$ cat src/rtl/hazard_controller_if.sv
// Decode-stage sequencing bundle between the pipeline and hazard_controller.
// The pipeline side drives the i_* fields; the controller answers on the o_* fields.
interface hazard_controller_if;
  logic        i_Issue_Valid;
  logic [3:0]  i_Rn;
  logic        i_Uses_Rn;
  logic [3:0]  i_Src_2;
  logic        i_Two_Src;
  logic        i_Cond_Uses_Flags;
  logic [3:0]  i_Destination;
  logic        i_Wb_Enable;
  logic        i_Status_Write_Enable;
  logic        i_Branch_Taken;
  logic        i_Mem_Busy;
  logic        o_Sig_Hazard;
  logic        o_Freeze;
  logic        o_Flush;
  logic        o_Mem_Timeout;
  logic [15:0] o_Stall_Count;

  modport master (
    output i_Issue_Valid, i_Rn, i_Uses_Rn, i_Src_2, i_Two_Src, i_Cond_Uses_Flags,
           i_Destination, i_Wb_Enable, i_Status_Write_Enable, i_Branch_Taken, i_Mem_Busy,
    input  o_Sig_Hazard, o_Freeze, o_Flush, o_Mem_Timeout, o_Stall_Count
  );

  modport slave (
    input  i_Issue_Valid, i_Rn, i_Uses_Rn, i_Src_2, i_Two_Src, i_Cond_Uses_Flags,
           i_Destination, i_Wb_Enable, i_Status_Write_Enable, i_Branch_Taken, i_Mem_Busy,
    output o_Sig_Hazard, o_Freeze, o_Flush, o_Mem_Timeout, o_Stall_Count
  );
endinterface

$ cat src/rtl/hazard_controller.sv
// Decode-stage hazard controller: register/flag write-pending scoreboard, memory-busy
// freeze with sticky timeout, taken-branch flush and a saturating stall-cycle counter.
module hazard_controller #(
  parameter int unsigned PIPE_DEPTH = 3,
  parameter int unsigned FLAG_DEPTH = 1,
  parameter int unsigned TIMEOUT    = 255
) (
  input  logic                clk,
  input  logic                reset,
  hazard_controller_if.slave  hz
);

  localparam int unsigned CW = $clog2(PIPE_DEPTH + 1);
  localparam int unsigned FW = $clog2(FLAG_DEPTH + 1);
  localparam logic [CW-1:0] PIPE_LOAD   = CW'(PIPE_DEPTH);
  localparam logic [FW-1:0] FLAG_LOAD   = FW'(FLAG_DEPTH);
  localparam logic [15:0]   TIMEOUT_VAL = 16'(TIMEOUT);

  typedef enum logic {RUN = 1'b0, MEM_WAIT = 1'b1} mem_state_e;

  logic [CW-1:0] cnt [16];
  logic [FW-1:0] fcnt;
  logic          hazard;
  logic          freeze;
  logic          issue;

  mem_state_e    state, state_next;
  logic [15:0]   wait_cnt, wait_next;
  logic          timeout;
  logic [15:0]   stall_cnt;

  assign freeze = hz.i_Mem_Busy;

  // A flushed decode instruction never stalls, so the branch masks the hazard outright.
  assign hazard = hz.i_Issue_Valid & ~hz.i_Branch_Taken &
                  ((hz.i_Uses_Rn         & (cnt[hz.i_Rn]    != '0)) |
                   (hz.i_Two_Src         & (cnt[hz.i_Src_2] != '0)) |
                   (hz.i_Cond_Uses_Flags & (fcnt            != '0)));

  assign issue = hz.i_Issue_Valid & ~hazard & ~freeze & ~hz.i_Branch_Taken;

  assign hz.o_Sig_Hazard  = hazard;
  assign hz.o_Freeze      = freeze;
  assign hz.o_Flush       = hz.i_Branch_Taken & ~freeze;
  assign hz.o_Mem_Timeout = timeout;
  assign hz.o_Stall_Count = stall_cnt;

  // NOTE: the scoreboard is control state, not data storage, so every entry is reset;
  // a stale nonzero count after reset would stall decode on a register nobody writes.
  always_ff @(posedge clk or negedge reset) begin
    if (!reset) begin
      for (int i = 0; i < 16; i++) cnt[i] <= '0;
      fcnt <= '0;
    end else if (!freeze) begin
      // NOTE: non-blocking updates keep every entry reading its pre-edge value,
      // so the per-entry set/decrement decisions are independent of loop order.
      for (int i = 0; i < 16; i++) begin
        if (issue && hz.i_Wb_Enable && (hz.i_Destination == 4'(i)))
          cnt[i] <= PIPE_LOAD;
        else if (cnt[i] != '0)
          cnt[i] <= cnt[i] - CW'(1);
      end
      if (issue && hz.i_Status_Write_Enable)
        fcnt <= FLAG_LOAD;
      else if (fcnt != '0)
        fcnt <= fcnt - FW'(1);
    end
  end

  // The FSM only measures busy duration; the freeze itself is combinational.
  always_comb begin
    // NOTE: defaults first so every path assigns both outputs and no latch is inferred.
    state_next = state;
    wait_next  = wait_cnt;
    case (state)
      RUN: begin
        if (hz.i_Mem_Busy) begin
          state_next = MEM_WAIT;
          wait_next  = 16'd1;
        end
      end
      MEM_WAIT: begin
        if (!hz.i_Mem_Busy) begin
          state_next = RUN;
          wait_next  = '0;
        end else if (wait_cnt != TIMEOUT_VAL) begin
          wait_next  = wait_cnt + 16'd1;
        end
      end
    endcase
  end

  always_ff @(posedge clk or negedge reset) begin
    if (!reset) begin
      state     <= RUN;
      wait_cnt  <= '0;
      timeout   <= 1'b0;
      stall_cnt <= '0;
    end else begin
      state    <= state_next;
      wait_cnt <= wait_next;
      // Looking at the next count raises the flag on the edge that ends the TIMEOUT-th busy cycle.
      if (wait_next == TIMEOUT_VAL)
        timeout <= 1'b1;
      if ((hazard || freeze) && (stall_cnt != 16'hFFFF))
        stall_cnt <= stall_cnt + 16'd1;
    end
  end

endmodule

$ cat src/flat_wrapper.sv
// flat-port wrapper written by rule: the top's interface ports become plain ports
module hazard_controller_flat 
#(
  parameter int unsigned PIPE_DEPTH = 3,
  parameter int unsigned FLAG_DEPTH = 1,
  parameter int unsigned TIMEOUT    = 255
)
  (clk, reset, hz_i_Issue_Valid, hz_i_Rn, hz_i_Uses_Rn, hz_i_Src_2, hz_i_Two_Src, hz_i_Cond_Uses_Flags, hz_i_Destination, hz_i_Wb_Enable, hz_i_Status_Write_Enable, hz_i_Branch_Taken, hz_i_Mem_Busy, hz_o_Sig_Hazard, hz_o_Freeze, hz_o_Flush, hz_o_Mem_Timeout, hz_o_Stall_Count);
  hazard_controller_if hz_i ();
  input  logic clk;
  input  logic reset;
  input wire logic [$bits(hz_i.i_Issue_Valid)-1:0] hz_i_Issue_Valid;
  input wire logic [$bits(hz_i.i_Rn)-1:0] hz_i_Rn;
  input wire logic [$bits(hz_i.i_Uses_Rn)-1:0] hz_i_Uses_Rn;
  input wire logic [$bits(hz_i.i_Src_2)-1:0] hz_i_Src_2;
  input wire logic [$bits(hz_i.i_Two_Src)-1:0] hz_i_Two_Src;
  input wire logic [$bits(hz_i.i_Cond_Uses_Flags)-1:0] hz_i_Cond_Uses_Flags;
  input wire logic [$bits(hz_i.i_Destination)-1:0] hz_i_Destination;
  input wire logic [$bits(hz_i.i_Wb_Enable)-1:0] hz_i_Wb_Enable;
  input wire logic [$bits(hz_i.i_Status_Write_Enable)-1:0] hz_i_Status_Write_Enable;
  input wire logic [$bits(hz_i.i_Branch_Taken)-1:0] hz_i_Branch_Taken;
  input wire logic [$bits(hz_i.i_Mem_Busy)-1:0] hz_i_Mem_Busy;
  output wire logic [$bits(hz_i.o_Sig_Hazard)-1:0] hz_o_Sig_Hazard;
  output wire logic [$bits(hz_i.o_Freeze)-1:0] hz_o_Freeze;
  output wire logic [$bits(hz_i.o_Flush)-1:0] hz_o_Flush;
  output wire logic [$bits(hz_i.o_Mem_Timeout)-1:0] hz_o_Mem_Timeout;
  output wire logic [$bits(hz_i.o_Stall_Count)-1:0] hz_o_Stall_Count;
  assign hz_i.i_Issue_Valid = hz_i_Issue_Valid;
  assign hz_i.i_Rn = hz_i_Rn;
  assign hz_i.i_Uses_Rn = hz_i_Uses_Rn;
  assign hz_i.i_Src_2 = hz_i_Src_2;
  assign hz_i.i_Two_Src = hz_i_Two_Src;
  assign hz_i.i_Cond_Uses_Flags = hz_i_Cond_Uses_Flags;
  assign hz_i.i_Destination = hz_i_Destination;
  assign hz_i.i_Wb_Enable = hz_i_Wb_Enable;
  assign hz_i.i_Status_Write_Enable = hz_i_Status_Write_Enable;
  assign hz_i.i_Branch_Taken = hz_i_Branch_Taken;
  assign hz_i.i_Mem_Busy = hz_i_Mem_Busy;
  assign hz_o_Sig_Hazard = hz_i.o_Sig_Hazard;
  assign hz_o_Freeze = hz_i.o_Freeze;
  assign hz_o_Flush = hz_i.o_Flush;
  assign hz_o_Mem_Timeout = hz_i.o_Mem_Timeout;
  assign hz_o_Stall_Count = hz_i.o_Stall_Count;
  hazard_controller #(.PIPE_DEPTH(PIPE_DEPTH), .FLAG_DEPTH(FLAG_DEPTH), .TIMEOUT(TIMEOUT)) u_core (.clk(clk), .reset(reset), .hz(hz_i));
endmodule
$ cat config.mk
export PLATFORM = sky130hd
export DESIGN_NAME = hazard_controller_flat
export DESIGN_NICKNAME = d
export VERILOG_FILES = /design/src/rtl/hazard_controller_if.sv /design/src/rtl/hazard_controller.sv /design/src/flat_wrapper.sv
export SDC_FILE = /design/constraint.sdc
export NUM_CORES = 1
export LEC_CHECK = 0
export ABC_AREA = 1
export BUFFER_PORTS_ARGS = -buffer_cell sky130_fd_sc_hd__buf_4
export CAP_MARGIN = 5
export CORE_MARGIN = 4
export CORE_UTILIZATION = 52
export DETAILED_ROUTE_END_ITERATION = 7
export PLACE_DENSITY = 0.71
export SLEW_MARGIN = 20
export SYNTH_ARGS = -nofsm -noshare
export SYNTH_HDL_FRONTEND = slang
export SYNTH_SLANG_ARGS = --single-unit
$ cat constraint.sdc
create_clock -name clk -period 2.66 [get_ports clk]
set_clock_uncertainty 0.1 [all_clocks]
set_input_delay 0.399 -clock clk [delete_from_list [all_inputs] [get_ports clk]]
set_output_delay 0.399 -clock clk [all_outputs]
set_load 0.02 [all_outputs]
==> results of run 1 <==
where the power goes:
part	total, uW	internal [uW]	switching [uW]
combinational	1960	748	1210
clock	884	458	426
sequential	1600	1340	255
through the flow:
stage	area (um^2)	instances
2_1_floorplan	4510	638
3_3_place_gp	4880	775
3_5_place_dp	4880	775
4_1_cts	5080	791
5_1_grt	5090	791
6_report	5090	791
final cells by class:
| type | count | area [um^2] | area share (%) |
|---|---|---|---|
| Multi-Input combinational cell | 472 | 2410 | 47.3 |
| Sequential cell | 67 | 1680 | 32.9 |
| Timing Repair Buffer | 47 | 353 | 6.93 |
| Inverter | 84 | 320 | 6.29 |
| Clock buffer | 10 | 138 | 2.70 |
| Tap cell | 105 | 131 | 2.58 |
| Clock inverter | 6 | 65.1 | 1.28 |
per-layer routing:
metal	GRT usage, %	part of all wire [%]	up-vias
met5	0	0	-
met4	8.08	1.7	0
met3	4.50	6.1	16
met2	38.4	47	116
met1	30.3	45	1967
li1	-	-	2134
timing repair:
| action | CTS | global route |
|---|---|---|
| buffers inserted | 0 | 0 |
| resized for setup | 0 | 2 |
| hold buffers | 0 | 0 |
| endpoints found under the hold margin | 0 | 0 |
| setup endpoints to repair | 0 | 3 |
cell families (layout without fill, tap and decap cells):
kind of cell | after synthesis | after routing | synth area share (%)
AOI/OAI and AO/OA | 26 | 26 | 3.47
and+or+nand+nor | 409 | 409 | 41.1
DFF | 67 | 67 | 37.2
xor gates and xnor gates | 19 | 19 | 3.69
buffers and inverters | 99 | 147 | 9.55
adders and majority gates | 18 | 18 | 5.00
worst register-to-register path: cells and delay by family, from the launching register on:
kind | cells | cell delay (ns)
buffers and inverters | 1 | 0.26
DFF | 1 | 0.42
and+or+nand+nor | 14 | 1.43
state kept, by name (all words and copies together), names as in the netlist:
signal	count
u_core.hz.o_Mem_Timeout	1
u_core.hz.o_Stall_Count	16
u_core.cnt	32
u_core.state	1
u_core.fcnt	1
u_core.wait_cnt	16
layout by cell type, fill, tap and decap left out, types with 11 or more instances in the layout:
cell type / instances
buf_4: 47
dfrtp_1: 67
ha_1: 18
inv_1: 81
nand2_1: 196
nand2_2: 18
nand3_1: 110
nand3_2: 11
nand4_1: 12
nor2_1: 46
o21ai_0: 14
xor2_1: 16
worst paths after layout:
check / cells past startpoint / slack [ns] / end
min reg2reg: 2 / 0.38 / u_core.cnt[5]
max reg2reg: 15 / 0.34 / u_core.cnt[24]
max in group asynchronous: 1 / 1.84 / u_core.cnt[30]
max: 11 / 0.22 / hz_o_Sig_Hazard
min in group clk: 1 / 0.18 / u_core.state
min: 1 / 0.03 / u_core.cnt[9]
==> run_results.csv, run 1 <==
group,metric,value,unit
sta,post-route-period-util,91.5,%
synthesis,synth_top_cell_by_area,"dfrtp_1",
clocking,clk_latency,0.36,ns
synthesis,synth_area_leaders,"dfrtp_1 (37%), nand2_1 (16%), nand3_1 (12%)",
synthesis,ys_dominant_reg_cell,"dfrtp_1",
cells_and_area,n_antenna_cell,0,
sta,setup-tns-final,0,ns
place,port_buffers,41,
global_routing,grt_pass1_vias,4184,
synthesis,syn_avg_cell_area,7.07,um^2
clocking,cts_tree,"built",
worst_setup_path,crit_required,2.16,ns
place,hpwl,8290,um
hold_path,hp-class,"in -> async",
worst_setup_path,crit_type,"reg -> out",
clocking,cts_root_buf,"clkbuf_8",
clocking,clockBufferDepth,2,
worst_setup_path,critPathMostFrequentCell,"nand3_1",
synthesis,synth.top_cell.area_share,37.2,%
sta,final_hold_viol_count,0,
synthesis,syn_nets,678,
route,viasPerCell,5.35,
worst_setup_path,path_max_fanout,4,
worst_setup_path,cp.arrival,1.94,ns
power_and_ir_drop,pwr_density_cell,871,mW/mm^2
power_and_ir_drop,leakage,0.00267,uW
global_routing,grt_max_degree,68,
worst_setup_path,crit_start,"u_core.cnt[22]",
worst_setup_path,slowest_delay,0.42,ns
clocking,clk_pin_slew,0.08,ns
sta,max_freq,411,MHz
clocking,cts.sinks,67,
cells_and_area,drive_gt1_share,14.3,%
worst_setup_path,cpLargestDelayFamily,"simple AND/OR/NAND/NOR gates",
synthesis,synthArstFlopShare,100,%
worst_setup_path,critPathBufInv,2,
synthesis,synth_top_cells_by_count,"nand2_1 (196), nand3_1 (110), inv_1 (81)",
global_routing,grt_usage,23.2,%
sta,finalSetupViolCount,0,
synthesis,synth.most_common_cell,"nand2_1",
power_and_ir_drop,ir_drop,501,uV
global_routing,overflow,0,
run,cap_violations,0,
worst_setup_path,crit_chain,"nor2_2 > nand2_1 > nand2_1 > nand2_1 > nand3_1 > nand3_1 > nand3_1 > nand3_2 > nand3_1 > inv_1 > buf_4",
place,dpl_worst_slack,0.276,ns
route,num_vias,4233,
synthesis,synth-edff-count,0,
worst_setup_path,r2r_start,"u_core.cnt[22]",
cells_and_area,nets,721,
global_routing,grt_antenna_before_repair,0,
synthesis,synth_area,0.00451,mm^2
status,outcome,"complete, no violations",
sta,relSlewSlack,43.0,%
global_routing,grt_pass1_wl,19000,um
sta,fin_crit,2.44,ns
place,gp_congestion,0.947,
floorplan,die_y,101,um
floorplan,fp-row-count,33,
sta,whs,0.0337,ns
route,totalWireLength,11000,um
synthesis,yosys_register_bits,67,
floorplan,io_pins,42,
cells_and_area,fin_util,61.1,%
route,drc,0,
floorplan,initial_core_util,54.1,%
floorplan,die_area,0.0102,mm^2
worst_setup_path,worstSetupEndpointType,"primary output",
route,detailedRoute.firstIterationViolations,205,
worst_setup_path,crit_path_start_kind,"register",
power_and_ir_drop,p_total,4440,uW
synthesis,synthDistinctLibCells,32,
sta,drv_slew,0,
sta,worstMarginPinSlew,0.854,ns
sta,setup_ws,0.225,ns
cells_and_area,area_growth,13.0,%
route,avgRoutedWirePerCell,13.8,um
worst_setup_path,slowest_stage,"dfrtp_1",
route,ant_nets,0,
sta,rsz0062_at_grt,"false",
synthesis,synthCells,638,
floorplan,core,0.00834,mm^2
synthesis,yosysWarnings,0,
synthesis,ys_seq_area_share,37.2,%
clocking,cts_made_buffers,9,
cells_and_area,fill_cells,797,
floorplan,die_w,101,um
clocking,cts.htree.levels,3,
route,drt_pass1_iterations,4,
(Power assumes the default switching activity.)
==> run 2: changes to the inputs <==
ABC_AREA = 0   (was 1)
PLACE_DENSITY = 0.72   (was 0.71)
==> run_results.csv, run 2 <==
group,metric,value,unit
cells_and_area,largest_register_ff_count,32,
power_and_ir_drop,p_total,4850,uW
cells_and_area,fill_cells,494,
power_and_ir_drop,switchingPower,1810,uW
global_routing,overflow,0,
power_and_ir_drop,leakage,0.00241,uW
sta,post-route-period-util,104,%
route,drc,0,
place,hpwl,7020,um
synthesis,yosys_register_bits,67,
worst_setup_path,cp.arrival,2.26,ns
sta,setup_ws,-0.103,ns
sta,drv_slew,0,
clocking,cts_root_buf,"clkbuf_8",
power_and_ir_drop,ir_drop,422,uV
cells_and_area,final_cell_mix,"buf_4 (93), dfrtp_1 (66), nand2_1 (41)",
worst_setup_path,crit_chain,"inv_1 > buf_4 > a31oi_1 > o311ai_2 > nor4_4 > a211oi_2 > nor2_1 > buf_4",
synthesis,synthArstFlopShare,100,%
synthesis,synth_area_leaders,"dfrtp_1 (42%), xnor2_1 (8.2%), ha_1 (5.7%)",
clocking,clk_pin_slew,0.07,ns
sta,final_hold_viol_count,0,
route,num_vias,3565,
synthesis,synth_area,0.00395,mm^2
route,ant_nets,0,
cells_and_area,drive_gt1_share,32.8,%
sta,max_freq,362,MHz
global_routing,grt_pass1_wl,16100,um
place,placed_cell_area,0.00468,mm^2
synthesis,synth.most_common_cell,"dfrtp_1",
route,drt_pass1_iterations,4,
worst_setup_path,path_max_fanout,3,
floorplan,die_w,95.2,um
global_routing,grt_antenna_before_repair,0,
floorplan,fp-row-count,31,
worst_setup_path,cpLargestDelayFamily,"simple AND/OR/NAND/NOR gates",
clocking,clk_latency,0.35,ns
synthesis,synth-edff-count,0,
sta,fin_crit,2.76,ns
sta,relSlewSlack,43.5,%
worst_setup_path,r2r_start,"u_core.cnt[16]",
cells_and_area,post-route-cell-area,0.00537,mm^2
worst_setup_path,crit_type,"reg -> out",
synthesis,synth.top_cell.area_share,42.4,%
global_routing,grt_pass1_vias,3420,
clocking,cts_made_buffers,9,
status,outcome,"complete, but fails checks",
floorplan,io_pins,42,
worst_setup_path,worstSetupEndpointType,"primary output",
global_routing,grt_max_degree,68,
synthesis,syn_nets,477,
clocking,cts_tree,"built",
route,avgRoutedWirePerCell,16.4,um
worst_setup_path,reg2reg_to,"u_core.cnt[19]",
route,viasPerCell,5.59,
synthesis,synth_top_cells_by_count,"dfrtp_1 (67), nand2_1 (48), nor2_1 (42)",
worst_setup_path,crit_start,"u_core.cnt[12]",
power_and_ir_drop,p_seq_share,33.1,%
synthesis,syn_avg_cell_area,9.04,um^2
synthesis,synth_top_cell_by_area,"dfrtp_1",
clocking,clockBufferDepth,2,
clocking,cts_hold_buf,0,
clocking,cts.htree.levels,3,
worst_setup_path,slowest_delay,0.47,ns
power_and_ir_drop,pwr_density_cell,903,mW/mm^2
sta,worstMarginPinSlew,0.848,ns
cells_and_area,layout_commonest_cell,"buf_4",
place,port_buffers,41,
cells_and_area,regArea,0.00168,mm^2
cells_and_area,nets,574,
run,cap_violations,0,
route,detailedRoute.firstIterationViolations,170,
cells_and_area,top_register,"u_core.cnt",
worst_setup_path,r2r_slack,-0.09,ns
sta,whs,0.0407,ns
worst_setup_path,rr_worst_depth,7,
floorplan,initial_core_util,53.9,%
clocking,cts.sinks,67,
synthesis,ys_seq_area_share,42.4,%
floorplan,core,0.00733,mm^2
sta,rsz0062_at_grt,"true",
synthesis,synthDistinctLibCells,50,
global_routing,grt_usage,22.9,%
floorplan,die_area,0.00906,mm^2
worst_setup_path,critPathMostFrequentCell,"buf_4",
place,gp_congestion,0.882,
worst_setup_path,crit_required,2.16,ns
floorplan,die_y,95.2,um
cells_and_area,multi_input_area,0.00239,mm^2
power_and_ir_drop,combPwrFrac,47.4,%
cells_and_area,area_growth,35.8,%
status,violations,"setup timing",
hold_path,hp-class,"in -> async",
power_and_ir_drop,p_int,3040,uW
cells_and_area,fin_util,73.2,%
power_and_ir_drop,clkPwrFrac,19.5,%
synthesis,synthCells,437,
power_and_ir_drop,netSwitchingFraction,37.3,%
worst_setup_path,crit_path_start_kind,"register",
place,dpl.cell_count,610,
cells_and_area,n_antenna_cell,0,
cells_and_area,fin_cells,638,
synthesis,ys_dominant_reg_cell,"dfrtp_1",
synthesis,yosysWarnings,0,
worst_setup_path,slowest_stage,"nor4_4",
worst_setup_path,critPathBufInv,3,
route,totalWireLength,10500,um
sta,finalSetupViolCount,15,
-- run 2: changes by cell type after synthesis, sizes merged, moves of 6 or more --
cell    delta
and3       +9
inv       -47
xnor2     +34
nand4      -6
o21ai     +14
xor2       -8
o31ai     +14
a21oi      +9
nand2    -166
nor3       +8
nand2b     +7
nand3    -109
-- run 2: stage by stage --
stage | setup WS, ns | TNS [ns]
floorplan | -0.0862 | -0.256
global placement | -0.272 | -5.01
detailed placement | -0.360 | -8.19
CTS | -0.0452 | -0.282
global route | -0.187 | -3.01
finish | -0.103 | -0.724
-- run 2: worst max path at each step --
stage / cells after the start / endpoint
after floorplan: 10 / u_core.hz.o_Stall_Count[14]
after global placement: 9 / u_core.hz.o_Stall_Count[14]
after detailed placement: 9 / u_core.hz.o_Stall_Count[14]
after CTS: 8 / u_core.hz.o_Stall_Count[14]
after global routing: 7 / u_core.cnt[19]
final: 8 / hz_o_Sig_Hazard
-- run 2: kinds of logic (layout without fill, tap and decap cells) --
family                     after synthesis  in the layout  synth area share (%)
buffers and inverters                   52            154                  5.67
AOI/OAI and AO/OA                       82             82                  13.3
adders and majority gates               18             18                  5.70
DFF                                     67             67                  42.4
muxes                                    4              4                  1.71
and+or+nand+nor                        169            169                  21.2
xor gates and xnor gates                45             45                  9.97
-- run 2: power by group through the flow --
stage / clock network (uW) / logic [uW] / registers, uW
after CTS: 955 / 2040 / 1590
final: 943 / 2300 / 1600
after global placement: 0 / 1830 / 1570
after floorplan: 0 / 1020 / 1650
after global routing: 996 / 2550 / 1630
after detailed placement: 0 / 1920 / 1580
-- run 2: routing by layer --
metal	GRT usage, %	part of all wire (%)
met1	31.3	43
met2	36.6	50
met3	4.50	4.8
met4	7.33	1.9
met5	0	0
-- run 2: area by class of cell --
class / instances / area share, %
Inverter: 36 / 2.52
Multi-Input combinational cell: 318 / 44.5
Timing Repair Buffer: 102 / 15.4
Clock buffer: 10 / 2.38
Tap cell: 99 / 2.31
Clock inverter: 6 / 1.68
Sequential cell: 67 / 31.3
-- run 2: worst register-to-register path, delay by kind of cell (launching register included) --
family / cells / cell delay, ns
and+or+nand+nor: 3 / 0.81
AOI/OAI and AO/OA: 2 / 0.56
DFF: 1 / 0.42
muxes: 2 / 0.80
-- run 2: repair_timing --
action | in CTS | in global routing
setup buffers | 5 | 6
cloned | 0 | 1
endpoints found under the setup margin | 33 | 50
endpoints found under the hold margin | 0 | 0
pin swaps | 6 | 22
resized for setup | 27 | 57
==> run 3: changes to the inputs <==
CTS_BUF_LIST = sky130_fd_sc_hd__clkbuf_2   (was unset)
==> run_results.csv, run 3 (synthesized netlist as in run 2, its figures left out) <==
group,metric,value,unit
floorplan,die_area,0.00906,mm^2
sta,setup_ws,-0.267,ns
cells_and_area,drive_gt1_share,36.3,%
cells_and_area,fin_util,74.0,%
sta,finalSetupViolCount,38,
floorplan,die_w,95.2,um
route,ant_nets,0,
hold_path,min_path_cells,2,
sta,fin_crit,2.93,ns
worst_setup_path,cpLargestDelayFamily,"simple AND/OR/NAND/NOR gates",
route,totalWireLength,10600,um
clocking,clk_latency,0.51,ns
clocking,cts_made_buffers,9,
clocking,clk_pin_slew,0.18,ns
route,drt_pass1_iterations,5,
worst_setup_path,crit_required,2.16,ns
worst_setup_path,slowest_stage,"dfrtp_1",
worst_setup_path,slowest_delay,0.45,ns
floorplan,fp-row-count,31,
clocking,cts_root_buf,"clkbuf_2",
worst_setup_path,crit_start,"u_core.cnt[29]",
route,viasPerCell,5.60,
floorplan,core,0.00733,mm^2
sta,drv_slew,0,
cells_and_area,area_growth,37.3,%
power_and_ir_drop,pwr_density_cell,868,mW/mm^2
worst_setup_path,path_depth,8,
sta,relSlewSlack,43.2,%
worst_setup_path,rr_worst_depth,8,
clocking,cts.htree.levels,3,
hold_path,hp-class,"in -> reg",
worst_setup_path,crit_type,"reg -> out",
cells_and_area,nets,583,
worst_setup_path,r2r_slack,-0.20,ns
global_routing,grt_pass1_wl,16600,um
cells_and_area,n_antenna_cell,0,
global_routing,grt_pass1_vias,3546,
sta,post-route-period-util,110,%
worst_setup_path,r2r_start,"u_core.cnt[23]",
worst_setup_path,worstSetupEndpointType,"primary output",
sta,final_hold_viol_count,0,
power_and_ir_drop,p_total,4710,uW
place,port_buffers,41,
floorplan,io_pins,42,
global_routing,overflow,0,
floorplan,initial_core_util,53.9,%
global_routing,grt_usage,23.7,%
route,avgRoutedWirePerCell,16.4,um
worst_setup_path,critPathMostFrequentCell,"buf_4",
global_routing,grt_antenna_before_repair,0,
place,dpl_worst_slack,-0.360,ns
sta,worstMarginPinSlew,0.851,ns
global_routing,grt_max_degree,68,
worst_setup_path,crit_chain,"nor2_4 > buf_4 > a211oi_1 > a2111oi_4 > nor4_4 > a211oi_2 > nor2_1 > buf_4",
cells_and_area,largest_register_ff_count,32,
sta,rsz0062_at_grt,"true",
place,gp_congestion,0.882,
sta,whs,0.0700,ns
sta,max_freq,342,MHz
cells_and_area,final_cell_mix,"buf_4 (102), dfrtp_1 (65), nand2_1 (41)",
clocking,cts_tree,"built",
worst_setup_path,path_max_fanout,3,
run,cap_violations,0,
power_and_ir_drop,leakage,0.00244,uW
cells_and_area,fill_cells,509,
place,hpwl,7020,um
clocking,cts.sinks,67,
status,outcome,"complete, but fails checks",
status,violations,"setup timing",
worst_setup_path,crit_end,"hz_o_Sig_Hazard",
clocking,clockBufferDepth,2,
floorplan,die_y,95.2,um
cells_and_area,top_register,"u_core.cnt",
cells_and_area,layout_commonest_cell,"buf_4",
worst_setup_path,crit_path_start_kind,"register",
worst_setup_path,reg2reg_to,"u_core.cnt[9]",
worst_setup_path,cp.arrival,2.43,ns
power_and_ir_drop,ir_drop,382,uV
route,num_vias,3622,
worst_setup_path,critPathBufInv,2,
route,detailedRoute.firstIterationViolations,190,
route,drc,0,
run 3: metal layers:
layer / up-vias / routed length, um / track usage, %
met5: - / 0 / 0
met4: 0 / 218 / 9.98
met3: 23 / 615 / 3.63
met2: 117 / 5300 / 39.0
met1: 1738 / 4470 / 31.2
li1: 1744 / - / -
run 3: how the worst min path moves through the flow:
stage,slack (ns),start,to
2_1_floorplan,0.003,reset,u_core.cnt[0]
3_3_place_gp,0.35,u_core.hz.o_Mem_Timeout,u_core.hz.o_Mem_Timeout
4_1_cts,0.03,hz_i_Destination[3],u_core.cnt[30]
6_report,0.07,hz_i_Destination[3],u_core.cnt[30]
5_1_grt,0.007,hz_i_Status_Write_Enable,u_core.fcnt
3_5_place_dp,0.38,u_core.hz.o_Mem_Timeout,u_core.hz.o_Mem_Timeout
run 3: cell type report:
| type | instances | area [um^2] | area share (%) |
|---|---|---|---|
| timing repair buffer | 111 | 881 | 16.2 |
| multi-input combinational | 318 | 2470 | 45.5 |
| inverter | 36 | 135 | 2.49 |
| clock inverter | 6 | 90.1 | 1.66 |
| clock buffer | 10 | 50.0 | 0.922 |
| tap | 99 | 124 | 2.28 |
| sequential | 67 | 1680 | 30.9 |
run 3: report_power, final:
part | internal (uW) | switching [uW] | total [uW]
logic | 1230 | 1150 | 2380
registers | 1330 | 295 | 1630
clock network | 317 | 386 | 702
total | 2880 | 1830 | 4710
run 3: through the flow:
step                      TNS [ns]  cell area (um^2)  instances
final                        -2.61              5430        647
after global routing         -7.64              5430        647
after CTS                    -3.96              5150        635
after detailed placement     -8.19              4680        610
after global placement       -5.01              4680        610
after floorplan             -0.256              3960        437
run 3: what timing repair did:
action                                  CTS  global route
hold buffers                              2             0
gates resized for setup                  61            41
setup buffers                             7            12
endpoints found under the setup margin   44            51
pin swaps                                23            19
hold endpoints to repair                 68             0
